$ cat src/rtl/ssd_pkg.sv
// Shared constants for the multiplexed seven-segment scan controller:
// register field positions, reset values and the hex-to-segment table.
package ssd_pkg;

  // Digit register fields
  localparam int VAL_LSB   = 0;
  localparam int VAL_W     = 4;
  localparam int DP_BIT    = 4;
  localparam int BLANK_BIT = 5;

  // Control register fields (brightness occupies [BRIGHT_W-1:0])
  localparam int GBLANK_BIT = 7;

  localparam logic [7:0] DIGIT_RST = 8'h20;
  localparam logic [6:0] SEG_OFF   = 7'h00;

  // Active-high {g,f,e,d,c,b,a}; entry 0 is the least significant slice.
  localparam logic [15:0][6:0] HEX_TABLE = {
    7'h71, 7'h79, 7'h5E, 7'h39, 7'h7C, 7'h77, 7'h6F, 7'h7F,
    7'h07, 7'h7D, 7'h6D, 7'h66, 7'h4F, 7'h5B, 7'h06, 7'h3F
  };

endpackage

$ cat src/rtl/ssd_hex_decoder.sv
// Combinational 4-bit hex value to active-high seven-segment pattern {g..a}.
module ssd_hex_decoder
  import ssd_pkg::*;
(
  input  logic [3:0] value,
  output logic [6:0] seg
);

  assign seg = HEX_TABLE[value];

endmodule

$ cat src/rtl/ssd_scan_ctrl.sv
// Multiplexed seven-segment scan controller with per-digit registers, PWM
// brightness and a dead cycle per slot. Define SSD_LZB_EN for leading-zero blanking.
module ssd_scan_ctrl
  import ssd_pkg::*;
#(
  parameter int N_DIGITS         = 4,
  parameter int SCAN_DIV         = 100000,
  parameter int BRIGHT_W         = 4,
  parameter bit ANODE_ACTIVE_LOW = 1'b1,
  parameter bit SEG_ACTIVE_LOW   = 1'b1,
  localparam int ADDR_W          = $clog2(N_DIGITS + 1)
) (
  input  logic                clk,
  input  logic                reset,
  input  logic                wr_en,
  input  logic [ADDR_W-1:0]   wr_addr,
  input  logic [7:0]          wr_data,
  output logic [N_DIGITS-1:0] ssd_anode,
  output logic [6:0]          ssd_seg,
  output logic                ssd_dp
);

  localparam int IDX_W = (N_DIGITS > 1) ? $clog2(N_DIGITS) : 1;
  localparam int PRE_W = $clog2(SCAN_DIV);

  localparam logic [ADDR_W-1:0]   CTRL_ADDR  = ADDR_W'(N_DIGITS);
  localparam logic [PRE_W-1:0]    PRE_LAST   = PRE_W'(SCAN_DIV - 1);
  localparam logic [IDX_W-1:0]    IDX_LAST   = IDX_W'(N_DIGITS - 1);
  localparam logic [N_DIGITS-1:0] ANODE_XOR  = {N_DIGITS{ANODE_ACTIVE_LOW}};
  localparam logic [6:0]          SEG_XOR    = {7{SEG_ACTIVE_LOW}};

  logic [7:0]          digit_q [N_DIGITS];
  logic [BRIGHT_W-1:0] bright_q;
  logic                gblank_q;
  logic [PRE_W-1:0]    presc_q;
  logic [IDX_W-1:0]    idx_q;
  logic [BRIGHT_W-1:0] pwm_q;

  logic [7:0]          cur_digit;
  logic [6:0]          dec_seg;
  logic                lzb_blank;
  logic                digit_blank;
  logic                anode_on;
  logic [N_DIGITS-1:0] anode_hi;
  logic [6:0]          seg_hi;
  logic                dp_hi;

  // Register file: address decode by loop keeps index widths exact.
  always_ff @(posedge clk or posedge reset) begin
    if (reset) begin
      for (int i = 0; i < N_DIGITS; i++) digit_q[i] <= DIGIT_RST;
      bright_q <= '1;
      gblank_q <= 1'b0;
    end else if (wr_en) begin
      for (int i = 0; i < N_DIGITS; i++) begin
        if (wr_addr == ADDR_W'(i)) digit_q[i] <= wr_data;
      end
      if (wr_addr == CTRL_ADDR) begin
        bright_q <= wr_data[BRIGHT_W-1:0];
        gblank_q <= wr_data[GBLANK_BIT];
      end
    end
  end

  always_ff @(posedge clk or posedge reset) begin
    if (reset) begin
      presc_q <= '0;
      idx_q   <= '0;
      pwm_q   <= '0;
    end else begin
      pwm_q <= pwm_q + 1'b1;
      if (presc_q == PRE_LAST) begin
        presc_q <= '0;
        idx_q   <= (idx_q == IDX_LAST) ? '0 : idx_q + 1'b1;
      end else begin
        presc_q <= presc_q + 1'b1;
      end
    end
  end

  always_comb begin
    cur_digit = digit_q[0];
    for (int i = 0; i < N_DIGITS; i++) begin
      if (idx_q == IDX_W'(i)) cur_digit = digit_q[i];
    end
  end

`ifdef SSD_LZB_EN
  // zero_above[i]: digit i and every higher digit hold value 0 with dp clear.
  logic [N_DIGITS:0] zero_above;

  always_comb begin
    zero_above           = '0;
    zero_above[N_DIGITS] = 1'b1;
    for (int i = N_DIGITS - 1; i >= 0; i--) begin
      zero_above[i] = zero_above[i+1] && (digit_q[i][DP_BIT:VAL_LSB] == 5'd0);
    end
    lzb_blank = 1'b0;
    for (int i = 1; i < N_DIGITS; i++) begin
      if (idx_q == IDX_W'(i) && zero_above[i]) lzb_blank = 1'b1;
    end
  end
`else
  assign lzb_blank = 1'b0;
`endif

  ssd_hex_decoder u_dec (
    .value (cur_digit[VAL_LSB +: VAL_W]),
    .seg   (dec_seg)
  );

  assign digit_blank = cur_digit[BLANK_BIT] | gblank_q | lzb_blank;
  assign anode_on    = !digit_blank && (presc_q != PRE_LAST) && (pwm_q <= bright_q);
  assign seg_hi      = digit_blank ? SEG_OFF : dec_seg;
  assign dp_hi       = !digit_blank && cur_digit[DP_BIT];

  always_comb begin
    anode_hi = '0;
    for (int i = 0; i < N_DIGITS; i++) begin
      if (anode_on && idx_q == IDX_W'(i)) anode_hi[i] = 1'b1;
    end
  end

  // Pins are registered in active-high form then flipped to board polarity.
  always_ff @(posedge clk or posedge reset) begin
    if (reset) begin
      ssd_anode <= ANODE_XOR;
      ssd_seg   <= SEG_OFF ^ SEG_XOR;
      ssd_dp    <= SEG_ACTIVE_LOW;
    end else begin
      ssd_anode <= anode_hi ^ ANODE_XOR;
      ssd_seg   <= seg_hi ^ SEG_XOR;
      ssd_dp    <= dp_hi ^ SEG_ACTIVE_LOW;
    end
  end

endmodule

$ cat config.mk
export PLATFORM = sky130hd
export DESIGN_NAME = ssd_scan_ctrl
export DESIGN_NICKNAME = d
export VERILOG_FILES = /design/src/rtl/ssd_pkg.sv /design/src/rtl/ssd_hex_decoder.sv /design/src/rtl/ssd_scan_ctrl.sv
export SDC_FILE = /design/constraint.sdc
export NUM_CORES = 1
export LEC_CHECK = 0
export BUFFER_PORTS_ARGS = -buffer_cell sky130_fd_sc_hd__buf_2
export CORE_MARGIN = 2
export CORE_UTILIZATION = 56
export CTS_BUF_LIST = sky130_fd_sc_hd__clkbuf_8
export DETAILED_ROUTE_END_ITERATION = 10
export GPL_TIMING_DRIVEN = 0
export PLACE_DENSITY_LB_ADDON = 0.08
export SLEW_MARGIN = 20
export SYNTH_ARGS = -nofsm -noshare
export SYNTH_HDL_FRONTEND = slang
export SYNTH_SLANG_ARGS = --single-unit
export TNS_END_PERCENT = 50
$ cat constraint.sdc
create_clock -name clk -period 2.6 [get_ports clk]
set_clock_uncertainty 0.15 [all_clocks]
set_input_delay 0.52 -clock clk [delete_from_list [all_inputs] [get_ports clk]]
set_output_delay 0.52 -clock clk [all_outputs]
set_load 0.005 [all_outputs]
==> results of run 1 <==
-- worst max-delay path, cell delays in order (launching register included) --
cell and delay [ns]:
dfrtp_1 0.40, inv_1 0.10, ha_1 0.15, buf_4 0.17
mux2_2 0.34, mux2i_1 0.17, o21ai_2 0.14, inv_1 0.12
ha_2 0.23, mux2i_1 0.08, mux2_2 0.27, nand2_1 0.06
-- worst max path at each step --
| stage | from | end | slack (ns) | cells past startpoint |
|---|---|---|---|---|
| 3_3_place_gp | reset | digit_q[20]$_DFFE_PP0P_ | -0.38 | 2 |
| 6_report | idx_q[1]$_DFFE_PP0N_ | ssd_seg[3]$_DFF_PP1_ | 0.17 | 11 |
| 2_1_floorplan | idx_q[0]$_DFFE_PP0N_ | ssd_seg[5]$_DFF_PP1_ | 0.17 | 10 |
| 5_1_grt | idx_q[1]$_DFFE_PP0N_ | ssd_seg[3]$_DFF_PP1_ | -0.03 | 11 |
| 4_1_cts | idx_q[1]$_DFFE_PP0N_ | ssd_seg[3]$_DFF_PP1_ | 0.02 | 11 |
| 3_5_place_dp | idx_q[1]$_DFFE_PP0N_ | ssd_seg[5]$_DFF_PP1_ | -0.26 | 11 |
-- what timing repair did --
| action | CTS | global route |
|---|---|---|
| setup endpoints to repair | 6 | 8 |
| gates cloned | 0 | 0 |
| hold buffers | 1 | 0 |
| resized for setup | 2 | 4 |
| hold endpoints to repair | 5 | 0 |
-- where the power goes --
part	internal [W]	switching (W)
sequential	0.00118	0.0000549
combinational	0.000227	0.000230
clock	0.000323	0.000351
total	0.00173	0.000636
-- per-stage QoR --
step                      setup slack, ns  utilization (%)  hold WS [ns]  instances
after floorplan                     0.169                -         0.290        261
after global placement             -0.376             61.0         0.317        357
after detailed placement           -0.262             61.6         0.272        358
after CTS                          0.0155             64.6         0.253        375
final                               0.170             64.9         0.267        375
after global routing              -0.0321             64.9         0.268        375
-- cells in the final DEF, fill, tap and decap left out, drive strengths merged, types with 3 or more instances in the layout --
master,count
dfrtp,44
mux2,32
nand2,29
buf,29
dfstp,20
inv,20
ha,16
nor2,14
o21ai,14
clkbuf,10
mux2i,9
xor2,8
a21oi,8
xnor2,6
nand4,5
nand3,5
nor3b,4
and4,3
a21o,3
-- cell families (layout without fill, tap and decap cells) --
logic type,after synthesis,count (layout)
flops,64,64
xor+xnor,14,14
compound gates,33,33
buf+inv,19,61
simple gates,74,74
mux,41,41
fa+ha+maj,16,16
-- state kept, by name, summed over array words and instances (netlist names) --
register   flops
presc_q       17
ssd_dp         1
pwm_q          4
ssd_anode      4
digit_q       24
gblank_q       1
idx_q          2
ssd_seg        7
bright_q       4
-- cells in the mapped netlist, types with 3 or more instances --
cell type  instances  area (um2)
dfrtp_1           44        1100
mux2_2            32         360
nand2_1           29         109
dfstp_2           20         526
ha_1              16         200
inv_1             14        52.6
nor2_1            13        48.8
o21ai_0           13        65.1
mux2i_1            9        90.1
a21oi_1            8        40.0
xor2_1             8        70.1
xnor2_1            6        52.6
nand3_1            5        25.0
nand4_1            5        31.3
a21o_1             3        22.5
and4_1             3        26.3
buf_2              3        15.0
nor3b_1            3        22.5
-- metal layers --
metal  track usage, %  part of all wire [%]  up-vias
li1                 -                     -      989
met1             26.9                    48      966
met2             31.6                    47       26
met3             3.45                   2.3       10
met4             10.0                   1.9        0
met5                0                     0        -
-- final cells by class --
type                            count  area share, %
Clock inverter                      7          0.785
Timing Repair Buffer               26           4.50
Multi-Input combinational cell    178           39.9
Inverter                           14           1.57
Tap cell                           72           2.57
Sequential cell                    64           46.4
Buffer                              5          0.749
Clock buffer                        9           3.53
==> metrics, run 1 <==
Residual DRC 0; RR Startpoint idx_q[1]$_DFFE_PP0N_; area of the multi-input gates 1400 um2; Slew headroom 40.7%; WL/cell 14.6 um; main combinational cell family by area after synthesis multiplexers; setup bufs post-CTS 0; Clock Sinks 64; Syn Inst Count roughly 260; gr usage total approximately 20%; Worst Hold Launch wr_data[7]; largest net degree at the start of global routing between 50 and 60; total gr overflow 0; Total Wirelength around 5.5 mm; Tot Pwr between 0.002 and 0.0025 W; CTS H-tree depth 3; HPWL Detailed 3.75 mm; via count approximately 2,000; Avg Cell Area, Syn ~12 um2; RSZ-0062 raised after global routing true; initial drt markers ~60; clk slew on worst S/H paths ~0.07 ns; share of cells above drive strength 1 33.7%; hold path depth 2; Power Density 675 nW/um2; Area after DPL 3330 um2; vias per cell ~5.3; worst r2r path cells 11; max-cap violations 0; row count 27; Register Area 1630 um2; Peak Freq 412 MHz; Worst Path Required 2.73 ns; global-route wire length before repair a little over 9 mm; ys async rst share 100%; # setup viols final 0; setup tns final 0 ns; filler cell count in the final layout between 400 and 500; synthesized area between 3000 and 4000 um2; Synth Area in Compound Gates 7.58%; latest clock arrival within the worst-skew pair approximately 0.34 ns; Final Instance Area ~3500 um2; placer congestion estimate ~0.79; simple-gate area share of the yosys netlist 12.1%; sequential fraction of the synthesis area a little over half; fraction of synthesized area in multiplexers between 10% and 20%; initial antenna violation count 0; peak supply drop slightly below 0.4 mV; r2r setup slk between 0.15 and 0.2 ns; Die H roughly 80 um; Max clock buf depth 2; I/O pin cnt 26; critical path type flop to flop; diode count 0; Worst-Margin Slew roughly 0.88 ns; P_leak 1.56 nW; syn_nets about 290; end of the worst register-to-register path ssd_seg[3]$_DFF_PP1_; Hold Crit Endpoint gblank_q$_DFFE_PP0P_; fin nets roughly 330; Unique masters post-synth 38; Initial Util about 57%; final antenna-violating net count 0; Adder-Cell Fraction of Synth Area 6.49%; Synth Register Bits 64; vias in the first global route 2,004; Ys Warns 0; drt pass-1 iters 4; Setup crit end kind flop; startpoint types flop; CP max FO 7; Core Region about 5400 um2; Final min period approximately 2.4 ns; post-synthesis xor/xnor area fraction under 10%; final worst-path cycle share approximately 93%; fin. max-slew vios 0; DIE WIDTH between 70 and 80 um; Clock Tree Root clkbuf_8; total CTS buffers 9; outcome finished, final reports clean; final hold vios 0; CP arrival about 2.6 ns; commonest register cell after synthesis dfrtp_1; area delta synth->final 13.6%; EDFF count, synth 0; Hold Path Class primary input to flop; Die ar. roughly 6100 um2; CTS tree done; IO buf count 24
No activity file was read; power rests on OpenSTA's default activity.
==> inputs of run 2 (changes only) <==
--- a/config.mk
+++ b/config.mk
@@ -15,5 +15,6 @@
 export SLEW_MARGIN = 20
 export SYNTH_ARGS = -nofsm -noshare
 export SYNTH_HDL_FRONTEND = slang
+export SYNTH_HIERARCHICAL = 1
 export SYNTH_SLANG_ARGS = --single-unit
 export TNS_END_PERCENT = 50
==> run 2 against run 1 <==
Effect of this change: clock-buffer cell count unchanged; hold slack worse by 0.0011 ns; synthesized cell count up 3.1%; power up 6.1%; largest power group unchanged; clock power up 15%; highest routed layer unchanged; cell count up 2.9%; setup slack worse by 0.093 ns; via count up 3.2%; register-to-register slack worse by 0.09 ns; non-clock buffer count up 6.
==> metrics, run 2 <==
max-cap violations 0 (unchanged); diode count 0 (unchanged); ys async rst share 100% (unchanged); Slew headroom 48.8% (+8.0 points); Final Instance Area 3620 um2 (+3.3%); share of cells above drive strength 1 36.6% (+3.0 points); worst setup path end ssd_seg[3]$_DFF_PP1_; fin nets 340 (+3.7%); outcome finished, final reports clean; Die ar. 6230 um2 (+1.7%); worst r2r path cells 11 (unchanged); fin cells 386 (+2.9%); Final min period 2.52 ns (+0.0933 ns); I/O pin cnt 26 (unchanged); IO buf count 24 (unchanged); clk slew on worst S/H paths 0.07 ns (about the same); Initial Util 57.4% (+0.30 points); final worst-path cycle share 97.0% (+3.6 points); global-route wire length before repair 9.71 mm (+4.2%); startpoint types flop; initial antenna violation count 0 (unchanged); hold_ws 0.266 ns (-0.00112 ns); drt pass-1 iters 4 (unchanged); Max clock buf depth 2 (unchanged); vias in the first global route 2,055 (+2.5%); final antenna-violating net count 0 (unchanged); vias per cell 5.32 (+0.27%); final hold vios 0 (unchanged); end of the worst register-to-register path ssd_seg[3]$_DFF_PP1_; number of flip-flops in the largest register 24 (unchanged); slowest CP cell mux4_1; WL/cell 14.5 um (-0.59%); largest net degree at the start of global routing 58 (-1.7%); latest clock arrival within the worst-skew pair 0.33 ns (about the same); placer congestion estimate 0.762 (-4.0%); most common cell after layout, fill and taps aside dfrtp_1; r2r setup slk 0.08 ns (-0.09 ns); Avg Cell Area, Syn 11.7 um2 (-1.2%); initial drt markers 43 (-27%); total gr overflow 0 (unchanged); DIE WIDTH 78.9 um (+0.84%); Worst Path Required 2.72 ns (about the same); CTS H-tree depth 3 (unchanged); RR Startpoint idx_q[1]$_DFFE_PP0N_; commonest register cell after synthesis dfrtp_1; Crit path largest cell delay 0.49 ns (+0.09 ns); CTS tree done; total CTS buffers 9 (unchanged); fin. max-slew vios 0 (unchanged); sequential fraction of the synthesis area 51.8% (-0.92 points); row count 27 (unchanged); Clock Sinks 64 (unchanged); commonest cells after routing, fill and taps aside 44 x dfrtp_1, 32 x mux2_2, 27 x nand2_1; post-synth top area share 35.0% (-0.63 points); critical path type flop to flop; Power Density 693 nW/um2 (+2.7%); # setup viols final 0 (unchanged); Worst-Margin Slew 0.763 ns (-0.120 ns); Top Registers digit_q x24, presc_q x17, ssd_seg x7; P_leak 1.58 nW (+1.5%); via count 2,055 (+3.2%); CP arrival 2.65 ns (+0.09 ns); most common cell in the netlist dfrtp_1; Core Region 5470 um2 (+1.3%); Clock Tree Root clkbuf_8; RSZ-0062 raised after global routing true; Peak Freq 396 MHz (-3.7%); Syn Inst Count 269 (+3.1%); Area after DPL 3380 um2 (+1.7%); Residual DRC 0 (unchanged); top cells by area, synth dfrtp_1 35%, dfstp_2 17%, mux2_2 11%, ha_1 6.8%, nand2_1 3.2%; Synth Register Bits 64 (unchanged); synthesized area 3140 um2 (+1.8%); most used cell along the critical path ha_1; Post-synth top cells 44 x dfrtp_1, 32 x mux2_2, 27 x nand2_1; Yosys top cell by area dfrtp_1; Setup crit end kind flop; HPWL Detailed 4.02 mm (+7.1%); fin util 66.2% (+1.3 points); EDFF count, synth 0 (unchanged); syn_nets 300 (+3.1%); Hold Path Class primary input to flop; Total Wirelength 5.59 mm (+2.3%); Ys Warns 6 (+6); cell total after placement 366 (+2.2%); filler cell count in the final layout 440 (-2.9%); gr usage total 20.6% (+0.58 points); Unique masters post-synth 43 (+13%); Tot Pwr 0.00251 W (+6.1%); most flop-heavy register digit_q; Die H 78.9 um (+0.84%); Crit. Startpoint idx_q[1]$_DFFE_PP0N_; CP max FO 8 (+1); area delta synth->final 15.3%; CP cell instances inv_1 > ha_1 > buf_6 > mux2i_1 > nor2_1 > a21oi_1 > o21ai_2 > inv_2 > ha_1 > mux4_1 > nand2_1; peak supply drop 0.468 mV (+21%)
run 2: cell count changes after synthesis, sizes merged, moves of 3 or more:
cell / before / now
xor2: 8 / 5
o21ai: 14 / 9
nor2b: 2 / 5
nor2: 14 / 17
nand3: 5 / 8
a21o: 3 / 0
nand4b: 0 / 4
xnor2: 6 / 10
nor3: 2 / 6
nor3b: 4 / 1
run 2: worst min path at each step:
| stage | start | to | cells past startpoint |
|---|---|---|---|
| 6_report | wr_data[7] | gblank_q$_DFFE_PP0P_ | 2 |
| 5_1_grt | wr_data[7] | gblank_q$_DFFE_PP0P_ | 2 |
| 4_1_cts | wr_data[7] | gblank_q$_DFFE_PP0P_ | 2 |
| 3_5_place_dp | reset | presc_q[13]$_DFF_PP0_ | 2 |
| 3_3_place_gp | pwm_q[0]$_DFF_PP0_ | pwm_q[0]$_DFF_PP0_ | 1 |
| 2_1_floorplan | pwm_q[0]$_DFF_PP0_ | pwm_q[0]$_DFF_PP0_ | 1 |
run 2: cell type report:
class	count	area, um2	area share (%)
flip-flops and latches	64	1630	44.9
clock inverters	7	56.3	1.55
inverters	13	51.3	1.42
repair buffers	31	195	5.39
clock buffers	9	124	3.42
well taps	72	90.1	2.49
multi-input cells	184	1440	39.6
plain buffers	6	43.8	1.21
run 2: logic make-up after synthesis:
family	synth area share, %
XOR/XNOR	4.18
buffers and inverters	2.99
multiplexers	14.5
AND/OR/NAND/NOR	14.1
flip-flops	51.8
AO/OA/AOI/OAI	5.62
adder cells (fa/ha/maj)	6.77
run 2: per-layer routing:
metal | GRT usage [%] | part of all wire (%) | vias to the layer above
met5 | 0 | 0 | -
met1 | 25.8 | 46 | 992
met4 | 6.21 | 1.1 | 0
met2 | 33.9 | 49 | 38
li1 | - | - | 1020
met3 | 7.05 | 4.4 | 5
run 2: critical path: cells and delay by family (launching register included):
| kind | cells | cell delay (ns) |
|---|---|---|
| buf+inv | 3 | 0.32 |
| mux | 2 | 0.61 |
| simple gates | 2 | 0.15 |
| fa+ha+maj | 2 | 0.52 |
| compound gates | 2 | 0.33 |
| flops | 1 | 0.39 |
run 2: power by group:
group	leakage, nW	switching, W	internal, W
registers	0.765	0.0000561	0.00118
logic	0.710	0.000240	0.000257
clock network	0.107	0.000352	0.000427
run 2: metrics by stage:
step | TNS (ns) | setup slack, ns
after floorplan | 0 | 0.0000606
after global placement | -20.91 | -0.479
after detailed placement | -2.18 | -0.486
after CTS | 0 | 0.00923
after global routing | -0.0143 | -0.0143
final | 0 | 0.0768
run 2: what timing repair did:
item	CTS	global route
setup endpoints to repair	7	3
buffers inserted	2	3
resized for setup	6	6
hold endpoints to repair	7	0
pin swaps	1	2
hold buffers	1	0
==> inputs of run 3 (changes only) <==
--- a/config.mk
+++ b/config.mk
@@ -5,6 +5,7 @@
 export SDC_FILE = /design/constraint.sdc
 export NUM_CORES = 1
 export LEC_CHECK = 0
+export ABC_AREA = 1
 export BUFFER_PORTS_ARGS = -buffer_cell sky130_fd_sc_hd__buf_2
 export CORE_MARGIN = 2
 export CORE_UTILIZATION = 56
@@ -12,6 +13,7 @@
 export DETAILED_ROUTE_END_ITERATION = 10
 export GPL_TIMING_DRIVEN = 0
 export PLACE_DENSITY_LB_ADDON = 0.08
+export SETUP_SLACK_MARGIN = 0.5
 export SLEW_MARGIN = 20
 export SYNTH_ARGS = -nofsm -noshare
 export SYNTH_HDL_FRONTEND = slang
==> run 3 against run 2 <==
Effect of this change: die area is 5.9% higher; clock-buffer cell count up 2; combinational power rose by 4.6%; critical path type unchanged; critical endpoint is now ssd_seg[4]$_DFF_PP1_; highest routed layer unchanged.
==> metrics, run 3 <==
diode count 0 (unchanged); Peak Freq 473 MHz (+19%); Yosys top cell by area dfrtp_1; Final min period 2.12 ns (-0.408 ns); drt pass-1 iters 4 (unchanged); DIE WIDTH 81.2 um (+2.9%); CP arrival 2.25 ns (-0.40 ns); most common cell in the netlist nand2_1; placer congestion estimate 0.887 (+16%); clk slew on worst S/H paths 0.08 ns (about the same); max-cap violations 0 (unchanged); Top Registers digit_q x24, presc_q x17, ssd_seg x7; most common cell after layout, fill and taps aside nand2_1; Syn Inst Count 408 (+52%); critical path type flop to flop; Ys Warns 6 (unchanged); row count 28 (+3.7%); syn_nets 439 (+46%); RSZ-0062 raised after global routing true; Post-synth top cells 110 x nand2_1, 51 x inv_1, 50 x nor2_1; Residual DRC 0 (unchanged); synthesized area 3340 um2 (+6.2%); most flop-heavy register digit_q; Clock Tree Root clkbuf_8; setup tns final 0 ns (unchanged); EDFF count, synth 0 (unchanged); Hold-fix buffers, CTS 0 (-1); Crit path largest cell delay 0.41 ns (-0.08 ns); P_leak 1.96 nW (+24%); I/O pin cnt 26 (unchanged); final antenna-violating net count 0 (unchanged); startpoint types flop; final hold vios 0 (unchanged); largest net degree at the start of global routing 34 (-41%); IO buf count 24 (unchanged); simple-gate area share of the yosys netlist 26.1% (+12 points); Core Region 5850 um2 (+6.9%); # setup viols final 0 (unchanged); post-synthesis xor/xnor area fraction 2.10% (-2.1 points); outcome finished, final reports clean; fraction of synthesized area in multiplexers 0% (-15 points); hold_ws 0.159 ns (-0.107 ns); latest clock arrival within the worst-skew pair 0.34 ns (about the same); gr usage total 23.9% (+3.3 points); area delta synth->final 19.8%; Max clock buf depth 2 (unchanged); slowest CP cell dfrtp_1; Clock Sinks 64 (unchanged); main combinational cell family by area after synthesis simple AND/OR/NAND/NOR gates; most used cell along the critical path nand2_1; Avg Cell Area, Syn 8.18 um2 (-30%); Synth Area in Compound Gates 8.29% (+2.7 points); total CTS buffers 9 (unchanged); Die ar. 6590 um2 (+5.9%); total gr overflow 0 (unchanged); final worst-path cycle share 81.4% (-16 points); Adder-Cell Fraction of Synth Area 6.37% (-0.40 points); Power Density 657 nW/um2 (-5.1%); Setup crit end kind flop; Top Family by Delay on Critical Path simple AND/OR/NAND/NOR gates; post-synth top area share 33.0% (-2.0 points); fin. max-slew vios 0 (unchanged); Synth Register Bits 64 (unchanged); global-route wire length before repair 12.0 mm (+23%); CP bufs+invs 4 (+1); top cells by area, synth dfrtp_1 33%, dfstp_2 16%, nand2_1 12%, ha_1 6.4%, inv_1 5.7%; peak supply drop 0.473 mV (+1.2%); CTS H-tree depth 3 (unchanged); Worst Path Required 2.73 ns (about the same); ys async rst share 100% (unchanged); commonest cells after routing, fill and taps aside 108 x nand2_1, 49 x nor2_1, 43 x inv_1, 43 x dfrtp_1, 32 x o21ai_0; sequential fraction of the synthesis area 48.7% (-3.0 points); number of flip-flops in the largest register 24 (unchanged); fin nets 488 (+44%); via count 2,708 (+32%); fin util 68.3% (+2.1 points); vias in the first global route 2,573 (+25%); commonest register cell after synthesis dfrtp_1; HPWL Detailed 4.84 mm (+21%); Slew headroom 50.0% (+1.2 points); vias per cell 5.04 (-5.3%); Unique masters post-synth 28 (-35%); Final Instance Area 4000 um2 (+10%); Hold Path Class primary input to async pin; initial antenna violation count 0 (unchanged); initial drt markers 107 (+150%); Area after DPL 3570 um2 (+5.7%); CP cell instances buf_6 > ha_4 > or2_4 > o211ai_1 > a21oi_2 > buf_4 > buf_6 > ha_4 > nor2_2 > nand2_1 > nand2_1 > inv_1 > nand2_1; WL/cell 13.1 um (-9.7%); CTS tree done; CP max FO 5 (-3); Total Wirelength 7.02 mm (+26%); Die H 81.2 um (+2.9%); Worst-Margin Slew 0.749 ns (-0.0139 ns); Initial Util 57.0% (-0.37 points); share of cells above drive strength 1 27.1% (-9.6 points)
[run 3: cell types whose count changed in the layout (fill, tap and decap cells not counted), sizes merged, moves of 6 or more]
cell	delta
o211ai	+6
nand2	+91
mux2i	-7
mux2	-32
o21ai	+24
nand3	+11
buf	+8
inv	+37
xnor2	-9
nor2	+36
[run 3: worst reg2reg max path: cells and delay by family (launching register included)]
family | cells | cell delay (ns)
adder cells (fa/ha/maj) | 2 | 0.32
AND/OR/NAND/NOR | 5 | 0.47
flip-flops | 1 | 0.41
AO/OA/AOI/OAI | 2 | 0.26
buffers and inverters | 4 | 0.45
[run 3: cell type report]
cell class / count / area [um2]
clock buffers: 11 / 151
multi-input cells: 281 / 1530
inverters: 55 / 226
flip-flops and latches: 64 / 1630
well taps: 75 / 93.8
repair buffers: 38 / 249
plain buffers: 8 / 65.1
fillers: 457 / 1850
clock inverters: 5 / 55.1
[run 3: metrics by stage]
stage	setup WS, ns	power (W)	cells
final	0.484	0.00263	537
after global routing	0.347	0.00279	537
after CTS	0.479	0.00260	533
after detailed placement	0.0993	0.00168	508
after global placement	0.144	0.00166	507
after floorplan	0.468	0.00155	408
[run 3: repair_timing]
action,4_1_cts,5_1_grt
cloned,0,0
gates resized for setup,14,18
setup endpoints to repair,7,7
pin swaps,5,11
setup buffers,9,4
[run 3: where the power goes]
part | switching [W] | total, W | internal, W
combinational | 0.000289 | 0.000519 | 0.000230
sequential | 0.0000580 | 0.00122 | 0.00117
clock | 0.000395 | 0.000886 | 0.000492
total | 0.000742 | 0.00263 | 0.00189
[run 3: logic make-up after synthesis]
| logic type | after synthesis |
|---|---|
| DFF | 64 |
| xor gates and xnor gates | 8 |
| and+or+nand+nor | 205 |
| AOI/OAI and AO/OA | 51 |
| buffers and inverters | 63 |
| adders and majority gates | 17 |
[run 3: final timing paths]
| check | cells past startpoint | slack [ns] | startpoint | to |
|---|---|---|---|---|
| min reg2reg | 1 | 0.32 | pwm_q[0]$_DFF_PP0_ | pwm_q[0]$_DFF_PP0_ |
| max reg2reg | 13 | 0.48 | idx_q[0]$_DFFE_PP0N_ | ssd_seg[4]$_DFF_PP1_ |
| min in group clk | 3 | 0.30 | wr_data[7] | gblank_q$_DFFE_PP0P_ |
| max in group asynchronous | 3 | 1.47 | reset | bright_q[2]$_DFFE_PP1P_ |
| min | 2 | 0.16 | reset | presc_q[14]$_DFF_PP0_ |
| max | 13 | 0.48 | idx_q[0]$_DFFE_PP0N_ | ssd_seg[4]$_DFF_PP1_ |
[run 3: metal layers]
metal | part of all wire, % | GRT usage [%] | up-vias
li1 | - | - | 1375
met1 | 48 | 32.3 | 1280
met2 | 48 | 38.4 | 40
met3 | 2.3 | 3.44 | 13
met4 | 1.7 | 10.0 | 0
met5 | 0 | 0 | -
